<file path="config.mk">
export PLATFORM = sky130hd
export DESIGN_NAME = instr_fetch_unit
export DESIGN_NICKNAME = d
export VERILOG_FILES = /design/src/rtl/instr_fetch_unit.sv
export SDC_FILE = /design/constraint.sdc
export NUM_CORES = 1
export LEC_CHECK = 0
export BUFFER_PORTS_ARGS = -buffer_cell sky130_fd_sc_hd__buf_2
export CAP_MARGIN = 40
export CORE_MARGIN = 1.5
export CORE_UTILIZATION = 25
export DETAILED_ROUTE_END_ITERATION = 16
export PLACE_DENSITY = 0.5
export SKIP_CTS_REPAIR_TIMING = 1
export SLEW_MARGIN = 0
export SYNTH_ARGS = -nofsm -noshare
export SYNTH_HDL_FRONTEND = slang
export SYNTH_SLANG_ARGS = --single-unit
export TNS_END_PERCENT = 10
</file>
<file path="constraint.sdc">
create_clock -name clk -period 8.9 [get_ports clk]
set_input_delay 1.335 -clock clk [delete_from_list [all_inputs] [get_ports clk]]
set_output_delay 1.335 -clock clk [all_outputs]
set_load 0.02 [all_outputs]
</file>
<file path="src/rtl/instr_fetch_unit.sv">
// Fetch stage: PC generation, synchronous imem reads, and a small credit-checked
// FIFO presenting fetched words to the decoder; redirects flush all stale fetches.
module instr_fetch_unit #(
    parameter int unsigned       ADDR_W   = 32,
    parameter logic [ADDR_W-1:0] RESET_PC = '0,
    parameter int unsigned       DEPTH    = 2
) (
    input  logic              clk,
    input  logic              rst_n,
    output logic              imem_req,
    output logic [ADDR_W-1:0] imem_addr,
    input  logic [31:0]       imem_rdata,
    input  logic              redirect_valid,
    input  logic [ADDR_W-1:0] redirect_pc,
    output logic              instr_valid,
    input  logic              instr_ready,
    output logic [31:0]       instruction,
    output logic [ADDR_W-1:0] instr_pc
);

    localparam int unsigned CNT_W = $clog2(DEPTH + 1);
    localparam int unsigned SUM_W = CNT_W + 1;
    localparam int unsigned IDX_W = $clog2(DEPTH);
    localparam logic [ADDR_W-1:0] PC_INIT = {RESET_PC[ADDR_W-1:2], 2'b00};

    typedef struct packed {
        logic [31:0]       word;
        logic [ADDR_W-1:0] pc;
    } entry_t;

    logic [ADDR_W-1:0] pc_q, pc_d;
    logic [ADDR_W-1:0] inflight_pc_q, inflight_pc_d;
    logic              inflight_q;
    logic [CNT_W-1:0]  count_q, count_d;
    entry_t            fifo_q [DEPTH];
    entry_t            fifo_d [DEPTH];
    logic              pop;
    logic              push;
    logic [SUM_W-1:0]  credit_used;
    logic [IDX_W-1:0]  tail_idx;
    logic              unused_redirect_bits;

    // Redirect hides the head so nothing is consumed in the flush cycle.
    assign instr_valid = (count_q != '0) && !redirect_valid;
    assign pop         = instr_valid && instr_ready;
    assign push        = inflight_q && !redirect_valid;

    // Credit covers buffered words plus the read still in flight.
    assign credit_used = SUM_W'(count_q) + SUM_W'(inflight_q) - SUM_W'(pop);
    assign imem_req    = rst_n && !redirect_valid && (credit_used < SUM_W'(DEPTH));
    assign imem_addr   = pc_q;

    assign instruction = fifo_q[0].word;
    assign instr_pc    = fifo_q[0].pc;
    assign tail_idx    = IDX_W'(count_q - CNT_W'(pop));

    assign unused_redirect_bits = ^redirect_pc[1:0];

    // Next-state for PC, count and the shift-register FIFO (entry 0 is the head).
    always_comb begin
        pc_d          = pc_q;
        inflight_pc_d = inflight_pc_q;
        count_d       = count_q;
        fifo_d        = fifo_q;
        if (redirect_valid) begin
            pc_d    = {redirect_pc[ADDR_W-1:2], 2'b00};
            count_d = '0;
        end else begin
            if (imem_req) begin
                pc_d          = pc_q + ADDR_W'(4);
                inflight_pc_d = pc_q;
            end
            count_d = count_q + CNT_W'(push) - CNT_W'(pop);
            if (pop) begin
                for (int i = 0; i < int'(DEPTH) - 1; i++) begin
                    fifo_d[i] = fifo_q[i+1];
                end
            end
            if (push) begin
                fifo_d[tail_idx] = {imem_rdata, inflight_pc_q};
            end
        end
    end

    always_ff @(posedge clk or negedge rst_n) begin
        if (!rst_n) begin
            pc_q          <= PC_INIT;
            inflight_q    <= 1'b0;
            inflight_pc_q <= '0;
            count_q       <= '0;
            for (int i = 0; i < int'(DEPTH); i++) begin
                fifo_q[i] <= '0;
            end
        end else begin
            pc_q          <= pc_d;
            inflight_q    <= imem_req;
            inflight_pc_q <= inflight_pc_d;
            count_q       <= count_d;
            fifo_q        <= fifo_d;
        end
    end

endmodule

</file>
==> run metrics <==
Worst setup startpoint redirect_valid; fin area 0.0103 sq mm; Cell Rows 68; htree depth 4; initial core utilization 0.254; Tcrit/Tclk final 0.691; P&R area growth vs syn 17.1%; R2R setup slack 4.42 ns; Final Total Pwr 0.00318 W; initial antenna violation count 0; worst-path maximum fanout 37; Final #Nets 985; Post-Route Setup TNS 0 ns; TritonCTS clock tree done; power per cell area 309 mW/mm^2; placed inst area 0.00968 sq mm; vias 6102; Hold Path Depth 1; clock sink count 189; clk_skew 0.00793 ns; yosys warns 0; Clock Path Buffers 2; Post-Syn Area 0.00878 sq mm; final estimated routing congestion in global placement 0.751; vias in the first global route 5922; vias per cell 4.42; Post-synth EDFFs 0; CORE AREA 0.0345 sq mm; CP arrival 4.82 ns; TritonRoute pass-1 iters 4; Critical Setup Path Class primary input to output port; FF-to-FF Start count_q[1]; Routed WL per cell 15.7 microns; I/O pin total 166; Antenna diodes 0; largest net degree at the start of global routing 64; initial DRC count 380; hold_ws 0.504 ns; Mapped Avg Cell Area 10.6 sq um; Async S/R FF share, synth 1.00; synth unique cells 47; most common cell after layout, fill and taps aside dfrtp_1; antenna viol nets, final 0; DRC Markers 0; crit path capture type output port; CP Data Required Time 7.57 ns; Pleak 5.28 nW; Tightest Hold Check Type register to register; commonest cells after routing, fill and taps aside 189 x dfrtp_1, 160 x buf_2, 121 x nand2_1; HPWL Detailed 14900 microns; GRT Resource Usage Total 0.125; top_reg_cell synth dfrtp_1; Pins Over Slew Limit 0; Die Ht 190 microns; first-pass GRT wire length 35000 microns; hold path start instr_pc[1]; setup violators final 0; CTS root buf clkbuf_16; clock buffer count from CTS 17; maximum clock frequency 163 MHz; status finished clean; overall die width 190 microns; Max-cap violations 0; min Tclk post-route 6.15 ns; PortBufs 161; worst r2r path cells 15; Synth Instances 827; maximum vdd ir drop 0.153 mV; CP startpoint kind primary input; full die area 0.0363 sq mm; share of layout cells above drive strength 1 0.303; RSZ-0062 raised after global routing no; Seq/Total Area, Yosys 0.539; clk_lat worst skew 0.44 ns; grt total ovfl 0; Fin. Hold Viols 0; routed wire length 21700 microns; post-synthesis register bit count 189; relative slew slack 0.494; worst slew pin tran 0.753 ns; Clock transition at path regs 0.07 ns
==> routing by layer <==
metal	vias up	wire length, microns	global-route usage	share of wire
met5	-	0	0	0
met4	0	297	0.0424	0.014
met3	18	1090	0.0287	0.050
met2	159	9530	0.185	0.44
met1	2964	10700	0.179	0.50
li1	2961	-	-	-
==> state kept, by name, indices dropped and copies added (netlist names) <==
signal,count
fifo_q,62
instr_pc,32
instruction,32
imem_addr,30
inflight_pc_q,30
count_q,2
inflight_q,1
==> per-stage QoR <==
stage	setup WS (ns)	std cells	util
floorplan	3.36	828	-
global placement	2.72	1341	0.277
detailed placement	2.66	1347	0.280
CTS	2.64	1379	0.298
global route	2.51	1379	0.298
finish	2.75	1379	0.298
==> synthesized netlist by cell type, drive strengths merged, types with 3 or more instances <==
cell	n	area, sq um
a22oi	3	22.5
ha	5	62.6
dfrtp	189	4730
nand4	14	93.8
mux2	62	698
o211ai	8	60.1
nor4	5	37.5
nand3	19	95.1
nor2	79	297
inv	11	41.3
xor2	3	26.3
mux2i	65	651
o21ai	20	100
a221o	6	60.1
nand2	122	458
nor3	6	52.6
clkbuf	15	56.3
a31o	3	26.3
and3	3	18.8
buf	95	637
o311ai	4	35.0
a31oi	3	18.8
a21oi	64	320
==> cells by family after synthesis <==
| kind of cell | synth area share |
|---|---|
| simple gates | 0.128 |
| fa+ha+maj | 0.00940 |
| compound gates | 0.0811 |
| flops | 0.539 |
| xor+xnor | 0.00499 |
| mux | 0.154 |
| buf+inv | 0.0836 |
| other cells | 0.000427 |
==> where the power goes <==
part	total [W]	internal [W]	switching [W]	leakage (nW)
logic	0.000972	0.000402	0.000570	2.64
registers	0.00143	0.00120	0.000226	2.35
clock network	0.000783	0.000402	0.000381	0.286
==> worst max-delay path, stage by stage <==
cell and delay (ns):
buf_2 0.58, nor2_1 0.30, nand2_4 0.39, inv_1 0.19, ha_1 0.30, nand2b_1 0.15, fa_1 0.53, nand3b_1 0.13
or2_2 0.33, inv_2 0.31, buf_2 0.24
==> final timing paths <==
kind,to
setup / recovery,imem_req
hold / removal,instr_pc[1]
setup reg to reg,imem_addr[30]
hold reg to reg,instr_pc[1]
max in group asynchronous,instruction[10]
min in group asynchronous,imem_addr[3]
==> cell type report <==
class	count	area [sq um]
repair buffers	174	990
fillers	3675	24300
multi-input cells	518	3350
inverters	11	41.3
flip-flops and latches	189	4730
clock buffers	17	425
clock inverters	15	178
well taps	455	569
Note: power is estimated with default switching activity, not from simulation.
